### src/rtl/simple_cpu_param.sv
// Parameterised four-cycle multicycle CPU: FETCH/DECODE/EXECUTE/WRITEBACK with
// halt/step debug control and a registered writeback report port.
module simple_cpu_param #(
  parameter int DATA_W = 8,
  parameter int ADDR_W = 4,
  parameter int PC_W   = 6
) (
  input  logic                           clk,
  input  logic                           reset,
  input  logic                           halt,
  input  logic                           step,
  input  logic [4+2*ADDR_W+DATA_W-1:0]   instr_data,
  output logic [PC_W-1:0]                instr_addr,
  output logic                           write_valid,
  output logic [ADDR_W-1:0]              write_addr,
  output logic [DATA_W-1:0]              write_data,
  output logic                           zero,
  output logic                           halted,
  output logic [2:0]                     dbg_state
);

  localparam int INSTR_W = 4 + 2*ADDR_W + DATA_W;
  localparam int NREGS   = 2**ADDR_W;

  localparam logic [2:0] S_FETCH     = 3'd0;
  localparam logic [2:0] S_DECODE    = 3'd1;
  localparam logic [2:0] S_EXECUTE   = 3'd2;
  localparam logic [2:0] S_WRITEBACK = 3'd3;
  localparam logic [2:0] S_PAUSED    = 3'd4;
  localparam logic [2:0] S_HALTED    = 3'd5;

  localparam logic [3:0] OP_LDI = 4'd1;
  localparam logic [3:0] OP_ADD = 4'd2;
  localparam logic [3:0] OP_SUB = 4'd3;
  localparam logic [3:0] OP_AND = 4'd4;
  localparam logic [3:0] OP_OR  = 4'd5;
  localparam logic [3:0] OP_XOR = 4'd6;
  localparam logic [3:0] OP_MOV = 4'd7;
  localparam logic [3:0] OP_JMP = 4'd8;
  localparam logic [3:0] OP_JZ  = 4'd9;
  localparam logic [3:0] OP_HLT = 4'd15;

  logic [2:0]         state_q, state_d;
  logic [PC_W-1:0]    pc_q;
  logic [INSTR_W-1:0] ir_q;
  logic [DATA_W-1:0]  op_a_q, op_b_q, res_q;
  logic               jump_q;
  logic               step_q;
  logic [DATA_W-1:0]  regs_q [NREGS];
  logic               write_valid_q;
  logic [ADDR_W-1:0]  write_addr_q;
  logic [DATA_W-1:0]  write_data_q;
  logic               zero_q;

  logic [3:0]         opcode;
  logic [ADDR_W-1:0]  rd, rs;
  logic [DATA_W-1:0]  imm;
  logic [DATA_W-1:0]  alu;
  logic               is_write;

  assign opcode   = ir_q[INSTR_W-1 -: 4];
  assign rd       = ir_q[2*ADDR_W+DATA_W-1 -: ADDR_W];
  assign rs       = ir_q[ADDR_W+DATA_W-1 -: ADDR_W];
  assign imm      = ir_q[DATA_W-1:0];
  assign is_write = (opcode != 4'd0) && (opcode <= OP_MOV);

  always_comb begin
    alu = '0;
    case (opcode)
      OP_LDI:  alu = imm;
      OP_ADD:  alu = op_a_q + op_b_q;
      OP_SUB:  alu = op_a_q - op_b_q;
      OP_AND:  alu = op_a_q & op_b_q;
      OP_OR:   alu = op_a_q | op_b_q;
      OP_XOR:  alu = op_a_q ^ op_b_q;
      OP_MOV:  alu = op_b_q;
      default: alu = '0;
    endcase
  end

  // A pending step forces the next FETCH to latch even while halt is held.
  always_comb begin
    state_d = state_q;
    case (state_q)
      S_FETCH:     state_d = (halt && !step_q) ? S_PAUSED : S_DECODE;
      S_DECODE:    state_d = S_EXECUTE;
      S_EXECUTE:   state_d = S_WRITEBACK;
      S_WRITEBACK: state_d = (opcode == OP_HLT) ? S_HALTED : S_FETCH;
      S_PAUSED:    if (step || !halt) state_d = S_FETCH;
      S_HALTED:    state_d = S_HALTED;
      default:     state_d = S_FETCH;
    endcase
  end

  always_ff @(posedge clk or negedge reset) begin
    if (!reset) begin
      state_q       <= S_FETCH;
      pc_q          <= '0;
      ir_q          <= '0;
      op_a_q        <= '0;
      op_b_q        <= '0;
      res_q         <= '0;
      jump_q        <= 1'b0;
      step_q        <= 1'b0;
      write_valid_q <= 1'b0;
      write_addr_q  <= '0;
      write_data_q  <= '0;
      zero_q        <= 1'b0;
      for (int i = 0; i < NREGS; i++) regs_q[i] <= '0;
    end else begin
      state_q       <= state_d;
      write_valid_q <= 1'b0;
      case (state_q)
        S_FETCH: begin
          if (state_d == S_DECODE) begin
            ir_q   <= instr_data;
            step_q <= 1'b0;
          end
        end
        S_DECODE: begin
          op_a_q <= regs_q[rd];
          op_b_q <= regs_q[rs];
        end
        S_EXECUTE: begin
          res_q  <= alu;
          jump_q <= (opcode == OP_JMP) || ((opcode == OP_JZ) && (op_a_q == '0));
        end
        S_WRITEBACK: begin
          if (is_write) begin
            regs_q[rd]    <= res_q;
            write_valid_q <= 1'b1;
            write_addr_q  <= rd;
            write_data_q  <= res_q;
            zero_q        <= (res_q == '0);
          end
          pc_q <= jump_q ? PC_W'(imm) : pc_q + PC_W'(1);
        end
        S_PAUSED: begin
          if (step) step_q <= 1'b1;
        end
        default: ;
      endcase
    end
  end

  assign instr_addr  = pc_q;
  assign write_valid = write_valid_q;
  assign write_addr  = write_addr_q;
  assign write_data  = write_data_q;
  assign zero        = zero_q;
  assign halted      = (state_q == S_PAUSED) || (state_q == S_HALTED);
  assign dbg_state   = state_q;

endmodule

### config.mk
export PLATFORM = sky130hd
export DESIGN_NAME = simple_cpu_param
export DESIGN_NICKNAME = d
export VERILOG_FILES = /design/src/rtl/simple_cpu_param.sv
export SDC_FILE = /design/constraint.sdc
export NUM_CORES = 1
export LEC_CHECK = 0
export ABC_AREA = 1
export ABC_CLOCK_PERIOD_IN_PS = 2200
export CAP_MARGIN = 15
export CORE_ASPECT_RATIO = 0.9
export CORE_MARGIN = 4
export CORE_UTILIZATION = 37
export CTS_CLUSTER_SIZE = 20
export DETAILED_ROUTE_END_ITERATION = 8
export GPL_ROUTABILITY_DRIVEN = 0
export PLACE_DENSITY = 0.65
export SLEW_MARGIN = 25
export SYNTH_ARGS = -nofsm -noshare
export SYNTH_HDL_FRONTEND = slang
export SYNTH_SLANG_ARGS = --single-unit
### constraint.sdc
create_clock -name clk -period 2.2 [get_ports clk]
set_input_delay 0.55 -clock clk [delete_from_list [all_inputs] [get_ports clk]]
set_output_delay 0.55 -clock clk [all_outputs]
set_load 0.1 [all_outputs]
==> results by group <==
Run status
  – Status: complete, but fails checks
  – Violations in the final reports: setup timing

Critical path
  – CP top delay family: simple AND/OR/NAND/NOR gates
  – Slowest cell on crit path: dfrtp_1
  – Worst r2r src: op_b_q[0]
  – Type of the worst setup path: reg -> reg
  – Kind of start point of the critical path: flop
  – R2R depth: 17
  – Critical path endpoint category: flop
  – Required time of the worst setup path: between 2 and 3 ns
  – Critical Path Fanout Max: 5
  – Number of buffer and inverter stages on the critical path: 5
  – Worst path cell trace: inv_2 -> buf_4 -> buf_4 -> nand2_1 -> nand2_1 -> xor2_1 -> inv_1 -> ha_4 -> inv_1 -> o21bai_1 -> nand2_1 -> nand3_1 -> nand2_1 -> nand3_1 -> nand2_1 -> nand2_1 -> nand2_1
  – Data arrival at the endpoint of the critical path: about 2.7 ns
  – Maximum single-stage delay on the critical path: 0.39 ns
  – R2r setup slk: -0.14 ns
  – Cell seen most often among critical-path stages: nand2_1
  – Worst reg2reg path endpoint: res_q[6]

Pwr
  – Power after layout: between 0.007 and 0.008 W
  – Static leakage power: between 5 and 6 nW
  – Areal power density over the cells: 569 mW/mm2
  – Maximum resistive drop on vdd: ~0.00051 V

Route
  – Total DRC errors in the routed layout: 0
  – Average via count per standard cell: about 5.5
  – Detailed-route via count: just under 10000
  – Detailed-router iteration count before antenna repair: 6
  – Routed wire length per instance: roughly 19 um
  – Final wirelength: 33700 um
  – DRC violation total after the first TritonRoute iteration: between 900 and 1000
  – Routed Antenna Nets: 0

Layout
  – Area growth from synthesis to layout: 18.6%
  – Number of antenna repair diodes: 0
  – Final core occ: between 40 and 50%
  – Count of nets after finishing: roughly 1500
  – Share of post-route cells with drive strength above 1: ~13%

Global route
  – Vias in the first global route: 9105
  – Global-route wire length before repair: around 53000 um
  – Grt total ovfl: 0
  – Overall global routing resource usage: 21.5%
  – Pin count of the biggest net entering global routing: between 40 and 50
  – Number of antenna violations at the first check in global routing: 0

Synth
  – Count of different cell masters after synthesis: between 40 and 50
  – Yosys warnings: 0
  – Most used flip-flop cell after synthesis: dfrtp_1
  – Most frequent cells after synthesis: nand2_1 (405), dfrtp_1 (197), o21ai_0 (184)
  – Synth Register Bits: 197
  – Area contributors post-synth: dfrtp_1 (47%), nand2_1 (15%), o21ai_0 (8.8%)
  – Post-Synthesis Cells: 1339
  – Post-Syn Nets: roughly 1400
  – Sequential area share after synthesis: a little under half
  – Leading area contributor after synthesis: dfrtp_1
  – Most frequent cell after synthesis: nand2_1
  – Cell Area, Synth: approximately 0.010 mm2
  – Proportion of synthesized flip-flops having asynchronous set or reset: 100%
  – Avg Inst Size Synth: 7.83 um2
  – Number of flops mapped to enable cells by yosys: 0
  – Share of Yosys cell area claimed by the top area cell type: between 40% and 50%

Clock network
  – Worst-skew pair later-pin latency: approximately 0.45 ns
  – Hold buffer count at cts: 0
  – CTS buffer count: 17
  – Clk sinks: approximately 200
  – CTS tree: done
  – Clock buffer depth: 2
  – Clk root buf: clkbuf_16
  – Clk slew on worst S/H paths: 0.08 ns
  – H-tree depth: 4

Floorplan
  – DIE WIDTH: 185 um
  – Initial Util: between 30% and 40%
  – Die height: about 170 um
  – I/O pins: between 40 and 50
  – Area of the die: around 0.031 mm2
  – Row count: 58
  – Core Box Area: approximately 0.028 mm2

STA
  – Fmax: roughly 430 MHz
  – Hold Fails Final Rpt: 0
  – Final worst-path setup slack: -0.139 ns
  – Max Slew Vio Count: 0
  – Final setup violating endpoints: 4
  – RSZ-0062 raised after global routing: yes
  – Final critical-path share of the clock period: 106%
  – Actual slew at the worst max-slew pin: roughly 0.78 ns
  – Slew HR: roughly half
  – Sum Neg Setup Slack: -0.336 ns
  – Minimum clock period after layout: about 2.3 ns
  – Final clock skew: around 0.014 ns

Place
  – Pre-CTS WS: -0.0793 ns
  – IO Port Bufs: between 40 and 50
  – Post-DP HPWL: around 23000 um

Hold path
  – Hold Path Class: in -> async

Run
  – Number of violations of the max-capacitance limit: 0
## per-layer routing
| metal | share of wire, % | up-vias | global-route usage (%) |
|---|---|---|---|
| met4 | 2.8 | 0 | 7.50 |
| met2 | 44 | 456 | 31.6 |
| met5 | 0 | - | 0 |
| met1 | 45 | 4615 | 31.2 |
| li1 | - | 4619 | - |
| met3 | 8.5 | 63 | 5.04 |
## flip-flops by register name, indices dropped and copies added (netlist names)
| name | count |
|---|---|
| regs_q | 128 |
| ir_q | 20 |
| op_a_q | 8 |
| op_b_q | 8 |
| res_q | 8 |
| write_data | 8 |
| instr_addr | 6 |
| write_addr | 4 |
| dbg_state | 3 |
| jump_q | 1 |
| step_q | 1 |
| write_valid | 1 |
| zero | 1 |
## logic make-up (layout without fill, tap and decap cells)
kind of cell,count (synthesis),after routing,share of synthesized area [%]
buf+inv,158,237,6.04
fa+ha+maj,26,26,3.17
compound gates,355,355,19.7
mux,6,6,0.632
xor+xnor,6,6,0.501
flops,197,197,47.0
simple gates,591,591,22.9
## report_power, final
part / internal [W] / switching, W / total, W
Clock: 0.00181 / 0.00152 / 0.00333
Combinational: 0.0000493 / 0.0000844 / 0.000134
Sequential: 0.00362 / 0 / 0.00362
Total: 0.00548 / 0.00160 / 0.00708
## what timing repair did
item / in CTS / in global routing
pin swaps: 0 / 9
gates resized for setup: 8 / 24
buffers inserted: 2 / 6
endpoints found under the setup margin: 5 / 7
## worst register-to-register path: stages, from the launching register on
cell      delay (ns)
dfrtp_1         0.39
inv_2           0.09
buf_4           0.11
buf_4           0.10
nand2_1         0.10
nand2_1         0.11
xor2_1          0.17
inv_1           0.09
ha_4            0.31
inv_1           0.07
o21bai_1        0.21
nand2_1         0.13
nand3_1         0.09
nand2_1         0.05
nand3_1         0.06
nand2_1         0.06
nand2_1         0.06
nand2_1         0.05
## cell type report
cell class,count,area [um2]
Clock buffer,19,433
Clock inverter,13,171
Fill cell,2740,15500
Inverter,86,329
Multi-Input combinational cell,984,5050
Sequential cell,197,4930
Tap cell,360,450
Timing Repair Buffer,119,1070
## layout by cell type, fill, tap and decap left out, types with 3 or more instances in the layout
cell / count
inv_6: 3
o221ai_1: 9
ha_1: 22
o21a_1: 8
a21oi_1: 35
dfrtp_1: 193
clkinv_1: 3
ha_4: 3
nand2_1: 398
dfrtp_2: 4
clkinv_4: 3
o211ai_1: 11
buf_4: 87
buf_12: 9
nand3_2: 4
o31ai_1: 8
nand3_1: 56
nor2_2: 4
mux2_2: 5
nor3_1: 5
inv_1: 73
xor2_1: 5
clkdlybuf4s50_1: 22
nand4_1: 11
nor3_4: 4
o21ai_1: 25
o21ai_0: 182
clkinv_2: 3
inv_2: 7
a22oi_1: 64
clkbuf_16: 17
bufinv_16: 3
nand2_2: 10
nor2_1: 92
## metrics by stage
step	std cells	hold slack, ns	cell area (um2)
after floorplan	1339	0.254	10500
after global placement	1738	0.461	11700
after detailed placement	1738	0.470	11700
after CTS	1772	0.0612	12300
after global routing	1778	0.0758	12400
final	1778	0.0568	12400
## how the worst max path moves through the flow
| stage | endpoint | startpoint | depth (start not counted) | slack (ns) |
|---|---|---|---|---|
| after floorplan | res_q[7] | op_b_q[0] | 18 | 0.04 |
| after global placement | res_q[7] | op_b_q[0] | 19 | -0.04 |
| after detailed placement | res_q[7] | op_b_q[0] | 19 | -0.08 |
| after CTS | res_q[7] | op_b_q[0] | 19 | -0.02 |
| after global routing | res_q[6] | op_b_q[0] | 17 | -0.33 |
| final | res_q[6] | op_b_q[0] | 17 | -0.14 |
No activity file was read; power rests on OpenSTA's default activity.
